### src/rtl/risc_v_mike_pkg.sv
// Shared types for the risc_v_mike integer pipeline.
// Pure declarations: no logic, no latency.
// Consumers apply their own flow control.
package risc_v_mike_pkg;

    localparam int REG_ADDR_W       = 4;
    localparam int XLEN             = 32;
    localparam int LQ_DEPTH_DEFAULT = 4;

    // Register-file address; also used as the load destination tag.
    typedef logic [REG_ADDR_W-1:0] t_register_addr;

    // One register-file write request.
    typedef struct packed {
        t_register_addr  addr;
        logic [XLEN-1:0] data;
    } t_wb_req;

endpackage

### src/rtl/risc_v_mike_wb_tag_fifo.sv
// In-order queue of pending load destination tags with a per-entry valid view.
// Latency: push visible at head/entry view the cycle after the push edge.
// Backpressure: pushes while full and pops while empty are ignored.
module risc_v_mike_wb_tag_fifo
    import risc_v_mike_pkg::*;
#(
    parameter int DEPTH = LQ_DEPTH_DEFAULT
) (
    input  logic              i_clk,
    input  logic              i_rst_n,
    input  logic              i_push,
    input  t_register_addr    i_push_tag,
    input  logic              i_pop,
    output logic              o_full,
    output logic              o_empty,
    output t_register_addr    o_head,
    output logic [DEPTH-1:0]  o_entry_vld,
    output t_register_addr    o_entry_tag [DEPTH]
);

    localparam int PTR_W = $clog2(DEPTH);
    localparam int CNT_W = PTR_W + 1;

    t_register_addr   r_mem [DEPTH];
    logic [PTR_W-1:0] r_wr_ptr;
    logic [PTR_W-1:0] r_rd_ptr;
    logic [CNT_W-1:0] r_count;

    logic w_push;
    logic w_pop;

    assign o_full  = (r_count == CNT_W'(DEPTH));
    assign o_empty = (r_count == '0);
    assign w_push  = i_push & ~o_full;
    assign w_pop   = i_pop & ~o_empty;
    assign o_head  = r_mem[r_rd_ptr];

    // Tag storage; contents are only meaningful where the entry is valid.
    always_ff @(posedge i_clk) begin
        if (w_push) begin
            r_mem[r_wr_ptr] <= i_push_tag;
        end
    end

    // Pointers wrap naturally because DEPTH is a power of two.
    always_ff @(posedge i_clk or negedge i_rst_n) begin
        if (!i_rst_n) begin
            r_wr_ptr <= '0;
            r_rd_ptr <= '0;
            r_count  <= '0;
        end else begin
            if (w_push) begin
                r_wr_ptr <= r_wr_ptr + 1'b1;
            end
            if (w_pop) begin
                r_rd_ptr <= r_rd_ptr + 1'b1;
            end
            case ({w_push, w_pop})
                2'b10:   r_count <= r_count + 1'b1;
                2'b01:   r_count <= r_count - 1'b1;
                default: r_count <= r_count;
            endcase
        end
    end

    // An entry is live when its distance from the read pointer is below the count.
    for (genvar g = 0; g < DEPTH; g++) begin : g_entry
        logic [PTR_W-1:0] w_off;
        assign w_off            = PTR_W'(g) - r_rd_ptr;
        assign o_entry_vld[g]   = (CNT_W'(w_off) < r_count);
        assign o_entry_tag[g]   = r_mem[g];
    end

endmodule

### src/rtl/risc_v_mike_wb_arbiter.sv
// Merges ALU results and in-order load responses onto the single register-file write port.
// Latency: 1 cycle from source accept to registered write strobe.
// Backpressure: ALU never stalls; loads stall on ALU cycles; issue stalls when the tag queue is full.
module risc_v_mike_wb_arbiter
    import risc_v_mike_pkg::*;
#(
    parameter int ADDR_W   = REG_ADDR_W,
    parameter int DATA_W   = XLEN,
    parameter int LQ_DEPTH = LQ_DEPTH_DEFAULT
) (
    input  logic                 i_clk,
    input  logic                 i_rst,
    input  logic                 i_alu_wr_valid,
    input  t_register_addr       i_alu_wr_addr,
    input  logic [DATA_W-1:0]    i_alu_wr_data,
    input  logic                 i_ld_req_valid,
    input  t_register_addr       i_ld_req_addr,
    output logic                 o_ld_req_ready,
    input  logic                 i_ld_rsp_valid,
    input  logic [DATA_W-1:0]    i_ld_rsp_data,
    output logic                 o_ld_rsp_ready,
    output logic [2**ADDR_W-1:0] o_busy_mask,
    output logic                 o_reg_file_write,
    output t_register_addr       o_reg_file_wr_addr,
    output logic [DATA_W-1:0]    o_reg_file_wr_data
);

    logic                 w_full;
    logic                 w_empty;
    t_register_addr       w_head;
    logic [LQ_DEPTH-1:0]  w_entry_vld;
    t_register_addr       w_entry_tag [LQ_DEPTH];

    logic                 w_push;
    logic                 w_pop;
    logic                 w_launch;
    t_register_addr       w_launch_addr;
    logic [DATA_W-1:0]    w_launch_data;
    logic                 w_wr_en;

    logic                 r_write;
    t_register_addr       r_wr_addr;
    logic [DATA_W-1:0]    r_wr_data;

    // Issue readiness ignores a same-cycle pop so the queue never overfills.
    assign o_ld_req_ready = ~w_full;
    assign o_ld_rsp_ready = ~w_empty & ~i_alu_wr_valid;
    assign w_push         = i_ld_req_valid & o_ld_req_ready;
    assign w_pop          = i_ld_rsp_valid & o_ld_rsp_ready;

    risc_v_mike_wb_tag_fifo #(
        .DEPTH (LQ_DEPTH)
    ) u_tag_fifo (
        .i_clk       (i_clk),
        .i_rst_n     (i_rst),
        .i_push      (w_push),
        .i_push_tag  (i_ld_req_addr),
        .i_pop       (w_pop),
        .o_full      (w_full),
        .o_empty     (w_empty),
        .o_head      (w_head),
        .o_entry_vld (w_entry_vld),
        .o_entry_tag (w_entry_tag)
    );

    // ALU owns the port whenever it is valid; otherwise an accepted load response.
    always_comb begin
        w_launch      = 1'b0;
        w_launch_addr = '0;
        w_launch_data = '0;
        if (i_alu_wr_valid) begin
            w_launch      = 1'b1;
            w_launch_addr = i_alu_wr_addr;
            w_launch_data = i_alu_wr_data;
        end else if (w_pop) begin
            w_launch      = 1'b1;
            w_launch_addr = w_head;
            w_launch_data = i_ld_rsp_data;
        end
    end

    // x0 is hardwired zero: the source is still consumed but no write is issued.
    assign w_wr_en = w_launch & (w_launch_addr != '0);

    // Output register stage; reset drops any write that was about to land.
    always_ff @(posedge i_clk or negedge i_rst) begin
        if (!i_rst) begin
            r_write   <= 1'b0;
            r_wr_addr <= '0;
            r_wr_data <= '0;
        end else begin
            r_write <= w_wr_en;
            if (w_launch) begin
                r_wr_addr <= w_launch_addr;
                r_wr_data <= w_launch_data;
            end
        end
    end

    assign o_reg_file_write   = r_write;
    assign o_reg_file_wr_addr = r_wr_addr;
    assign o_reg_file_wr_data = r_wr_data;

    // Busy bit per register: set while any live queue entry targets it.
    always_comb begin
        o_busy_mask = '0;
        for (int i = 0; i < LQ_DEPTH; i++) begin
            if (w_entry_vld[i]) begin
                o_busy_mask[w_entry_tag[i]] = 1'b1;
            end
        end
    end

endmodule

### config.mk
export PLATFORM = sky130hd
export DESIGN_NAME = risc_v_mike_wb_arbiter
export DESIGN_NICKNAME = d
export VERILOG_FILES = /design/src/rtl/risc_v_mike_pkg.sv /design/src/rtl/risc_v_mike_wb_tag_fifo.sv /design/src/rtl/risc_v_mike_wb_arbiter.sv
export SDC_FILE = /design/constraint.sdc
export NUM_CORES = 1
export LEC_CHECK = 0
export BUFFER_PORTS_ARGS = -buffer_cell sky130_fd_sc_hd__buf_4
export CELL_PAD_IN_SITES_DETAIL_PLACEMENT = 1
export CELL_PAD_IN_SITES_GLOBAL_PLACEMENT = 1
export CORE_MARGIN = 4
export CORE_UTILIZATION = 38
export CTS_BUF_LIST = sky130_fd_sc_hd__clkbuf_8
export DETAILED_ROUTE_END_ITERATION = 7
export GPL_TIMING_DRIVEN = 0
export PLACE_DENSITY_LB_ADDON = 0.12
export SLEW_MARGIN = 20
export SYNTH_ARGS = -nofsm -noshare
export SYNTH_HDL_FRONTEND = slang
export SYNTH_SLANG_ARGS = --single-unit
### constraint.sdc
create_clock -name i_clk -period 3.2 [get_ports i_clk]
set_input_delay 0.64 -clock i_clk [delete_from_list [all_inputs] [get_ports i_clk]]
set_output_delay 0.64 -clock i_clk [all_outputs]
set_load 0.1 [all_outputs]
==> flow_summary_export.csv <==
group,metric,value,unit
clocking,h-tree-depth,3,
sta,tightest_slew,0.622,ns
cells_and_area,fillers,930,
run,cap_violations,0,
die,core_area,8380,um2
synth,ys_async_sr_fraction,73.3,%
grt,overflow,0,
synth,synth_ff_type,"dfrtp_1",
setup_path,critPathBufInv,4,
setup_path,criticalPathCategory,"reg -> out",
cells_and_area,antenna_cells,0,
routing,drc,0,
clocking,cts_buffers,9,
grt,grt_util_all_layers,23.0,%
clocking,hold_buffers,0,
sta,min_period_over_period,99.0,%
power_and_ir_drop,vdd_drop_max,611,uV
sta,fin_skew,0.0106,ns
routing,wire_per_inst,21.3,um
routing,detail-route-antenna-nets,0,
die,fp.dieH,102,um
cells_and_area,area_delta_synth_final,52.4,%
routing,dr.pass1.iters,4,
setup_path,r2r_cells,10,
grt,grt_pass1_vias,3400,
synth,ys_types,41,
die,start_util,39.7,%
synth,ys_warn_count,0,
cells_and_area,fin_nets,545,
power_and_ir_drop,p_comb_share,67.1,%
placement,post-place-ws,-0.228,ns
power_and_ir_drop,power_switching,2950,uW
cells_and_area,drive_above_1_share,44.4,%
grt,grt_max_degree,45,
sta,finalCriticalPeriod,3.17,ns
clocking,cts_tree,"yes",
die,pin_count,132,
clocking,cts.sinks,60,
synth,avgSynthCellArea,10.9,um2
grt,antenna_found_initial,0,
routing,drt_iter0_markers,136,
sta,final_hold_viol_count,0,
cells_and_area,final_cell_mix,"buf_4 (124), dfrtp_1 (44), a22o_1 (36), a21o_1 (36), nand2_1 (21)",
sta,whs,0.288,ns
sta,setup_tns,0,ns
setup_path,reg2reg_to,"u_tag_fifo.r_count[2]$_DFFE_PN0P_",
setup_path,startpoint_type,"flip-flop",
power_and_ir_drop,p_int,2410,uW
setup_path,critPathRequiredTime,2.56,ns
die,die_area,10300,um2
routing,num_vias,3227,
sta,maxSlewViolCount,0,
grt,grt_pass1_wl,18.1,mm
synth,synth_cells,306,
setup_path,critPathMaxStageDelay,0.41,ns
power_and_ir_drop,p_leak,0.00243,uW
clocking,clock_path_buffers,2,
power_and_ir_drop,pwr-share-seq,21.5,%
power_and_ir_drop,clkPwrFrac,11.3,%
outcome,status,"completed",
sta,final-setup-viol-count,0,
synth,yosysSeqAreaShare,47.5,%
cells_and_area,final_common_cell,"buf_4",
synth,synth_edf_count,16,
clocking,cts_root_buf,"clkbuf_8",
die,num_rows,33,
setup_path,end_kind,"primary output",
routing,routed_via_density,5.69,
worst_hold_path,holdCritPathClass,"in -> async",
sta,layout_setup_ws,0.0304,ns
setup_path,slowest_stage,"dfrtp_1",
placement,hpwl,8.68,mm
placement,portBuffers,131,
setup_path,cp_max_fo,7,
power_and_ir_drop,p_sw_share,55.0,%
routing,finalWirelength,12.0,mm
power_and_ir_drop,total_power,5360,uW
placement,globalplace.congestion,0.923,
setup_path,r2r_setup_slack,0.38,ns
sta,max_freq,315,MHz
clocking,clk_latency,0.34,ns
die,die_w,102,um
sta,rsz0062_at_grt,"true",
synth,syn_nets,393,
cells_and_area,postLayoutCoreUtil,60.5,%
power_and_ir_drop,power.density,1060,nW/um2
setup_path,cp.arrival,2.53,ns
sta,slew_headroom,58.2,%
setup_path,path_delay_family,"buffers and inverters",
setup_path,crit_chain,"buf_8 > xor2_4 > buf_6 > ha_4 > nor2b_4 > a2111oi_4 > buf_4 > a32oi_2 > nand3_2 > buf_12",
setup_path,r2r_start,"u_tag_fifo.r_count[2]$_DFFE_PN0P_",
clocking,clkTransAtPathRegs,0.08,ns
synth,yosys_register_bits,60,
synth,syn_area,3330,um2
## Yosys cell counts (3+ instances only)
cell,count,area share [%]
clkbuf_1,5,0.56
ha_1,9,3.4
buf_2,8,1.2
a21o_1,36,8.1
nor2b_1,16,3.0
dfrtp_1,44,33
o211ai_1,6,1.4
xnor2_1,3,0.79
a22o_1,36,9.5
a32oi_1,6,1.6
nand2_1,21,2.4
mux4_2,3,2.0
nand4_1,8,1.5
and2_1,3,0.56
edfxtp_1,16,14
a2111oi_1,5,1.5
nand3_1,23,3.5
xor2_1,4,1.1
inv_1,11,1.2
nor2_1,8,0.90
and3_1,4,0.75
buf_1,3,0.34
a22oi_1,6,1.4
## routing by layer
| layer | vias to the layer above | global-route usage (%) | part of all wire [%] |
|---|---|---|---|
| met5 | - | 0 | 0 |
| met2 | 114 | 39.0 | 52 |
| li1 | 1473 | - | - |
| met1 | 1627 | 28.9 | 40 |
| met4 | 0 | 8.08 | 1.7 |
| met3 | 13 | 4.89 | 7.0 |
## layout make-up
class | instances | area [um2] | area share [%]
well taps | 105 | 131 | 2.59
flip-flops and latches | 60 | 1580 | 31.2
repair buffers | 141 | 1160 | 22.8
plain buffers | 17 | 97.6 | 1.92
clock inverters | 5 | 28.8 | 0.567
multi-input cells | 218 | 1900 | 37.4
clock buffers | 10 | 138 | 2.71
inverters | 11 | 41.3 | 0.814
## registers in the layout, summed over array words and instances (netlist names)
register / cells
u_tag_fifo.r_wr_ptr: 2
u_tag_fifo.r_rd_ptr: 2
o_reg_file_wr_addr: 4
u_tag_fifo.r_count: 3
o_reg_file_wr_data: 32
o_reg_file_write: 1
u_tag_fifo.r_mem: 16
## power by group through the flow
| stage | combinational (uW) | sequential [uW] | clock [uW] |
|---|---|---|---|
| after detailed placement | 2990 | 1140 | 0 |
| after floorplan | 1650 | 1760 | 0 |
| after CTS | 3280 | 1130 | 620 |
| after global routing | 3780 | 1180 | 660 |
| after global placement | 2930 | 1120 | 0 |
| final | 3600 | 1150 | 607 |
## worst max-delay path by stage
| stage | slack, ns | start | cells past startpoint | end |
|---|---|---|---|---|
| after CTS | -0.03 | u_tag_fifo.r_rd_ptr[0]$_DFFE_PN0P_ | 8 | o_busy_mask[5] |
| after detailed placement | -0.23 | u_tag_fifo.r_rd_ptr[0]$_DFFE_PN0P_ | 9 | o_busy_mask[6] |
| after global placement | -0.22 | u_tag_fifo.r_rd_ptr[1]$_DFFE_PN0P_ | 9 | o_busy_mask[6] |
| after floorplan | -0.22 | u_tag_fifo.r_rd_ptr[0]$_DFFE_PN0P_ | 6 | o_busy_mask[11] |
| after global routing | -0.05 | u_tag_fifo.r_rd_ptr[0]$_DFFE_PN0P_ | 10 | o_busy_mask[7] |
| final | 0.03 | u_tag_fifo.r_rd_ptr[0]$_DFFE_PN0P_ | 10 | o_busy_mask[7] |
## cells by family after synthesis
kind of cell             Yosys count  synth area share [%]
adder cells (fa/ha/maj)           10                  3.99
buffers and inverters             28                  3.68
AND/OR/NAND/NOR                   92                  14.5
XOR/XNOR                           7                  1.84
flip-flops                        60                  47.5
multiplexers                       5                  3.16
AO/OA/AOI/OAI                    104                  25.3
## per-stage QoR
| step | area [um2] | instances |
|---|---|---|
| final | 5070 | 567 |
| after global placement | 4510 | 542 |
| after CTS | 4880 | 560 |
| after detailed placement | 4510 | 542 |
| after floorplan | 3400 | 306 |
| after global routing | 5070 | 567 |
## repair_timing
action	CTS	global route
pin swaps	6	11
hold endpoints to repair	0	0
gates resized for setup	33	28
setup endpoints to repair	16	16
buffers inserted	3	7
No activity file was read; power rests on OpenSTA's default activity.
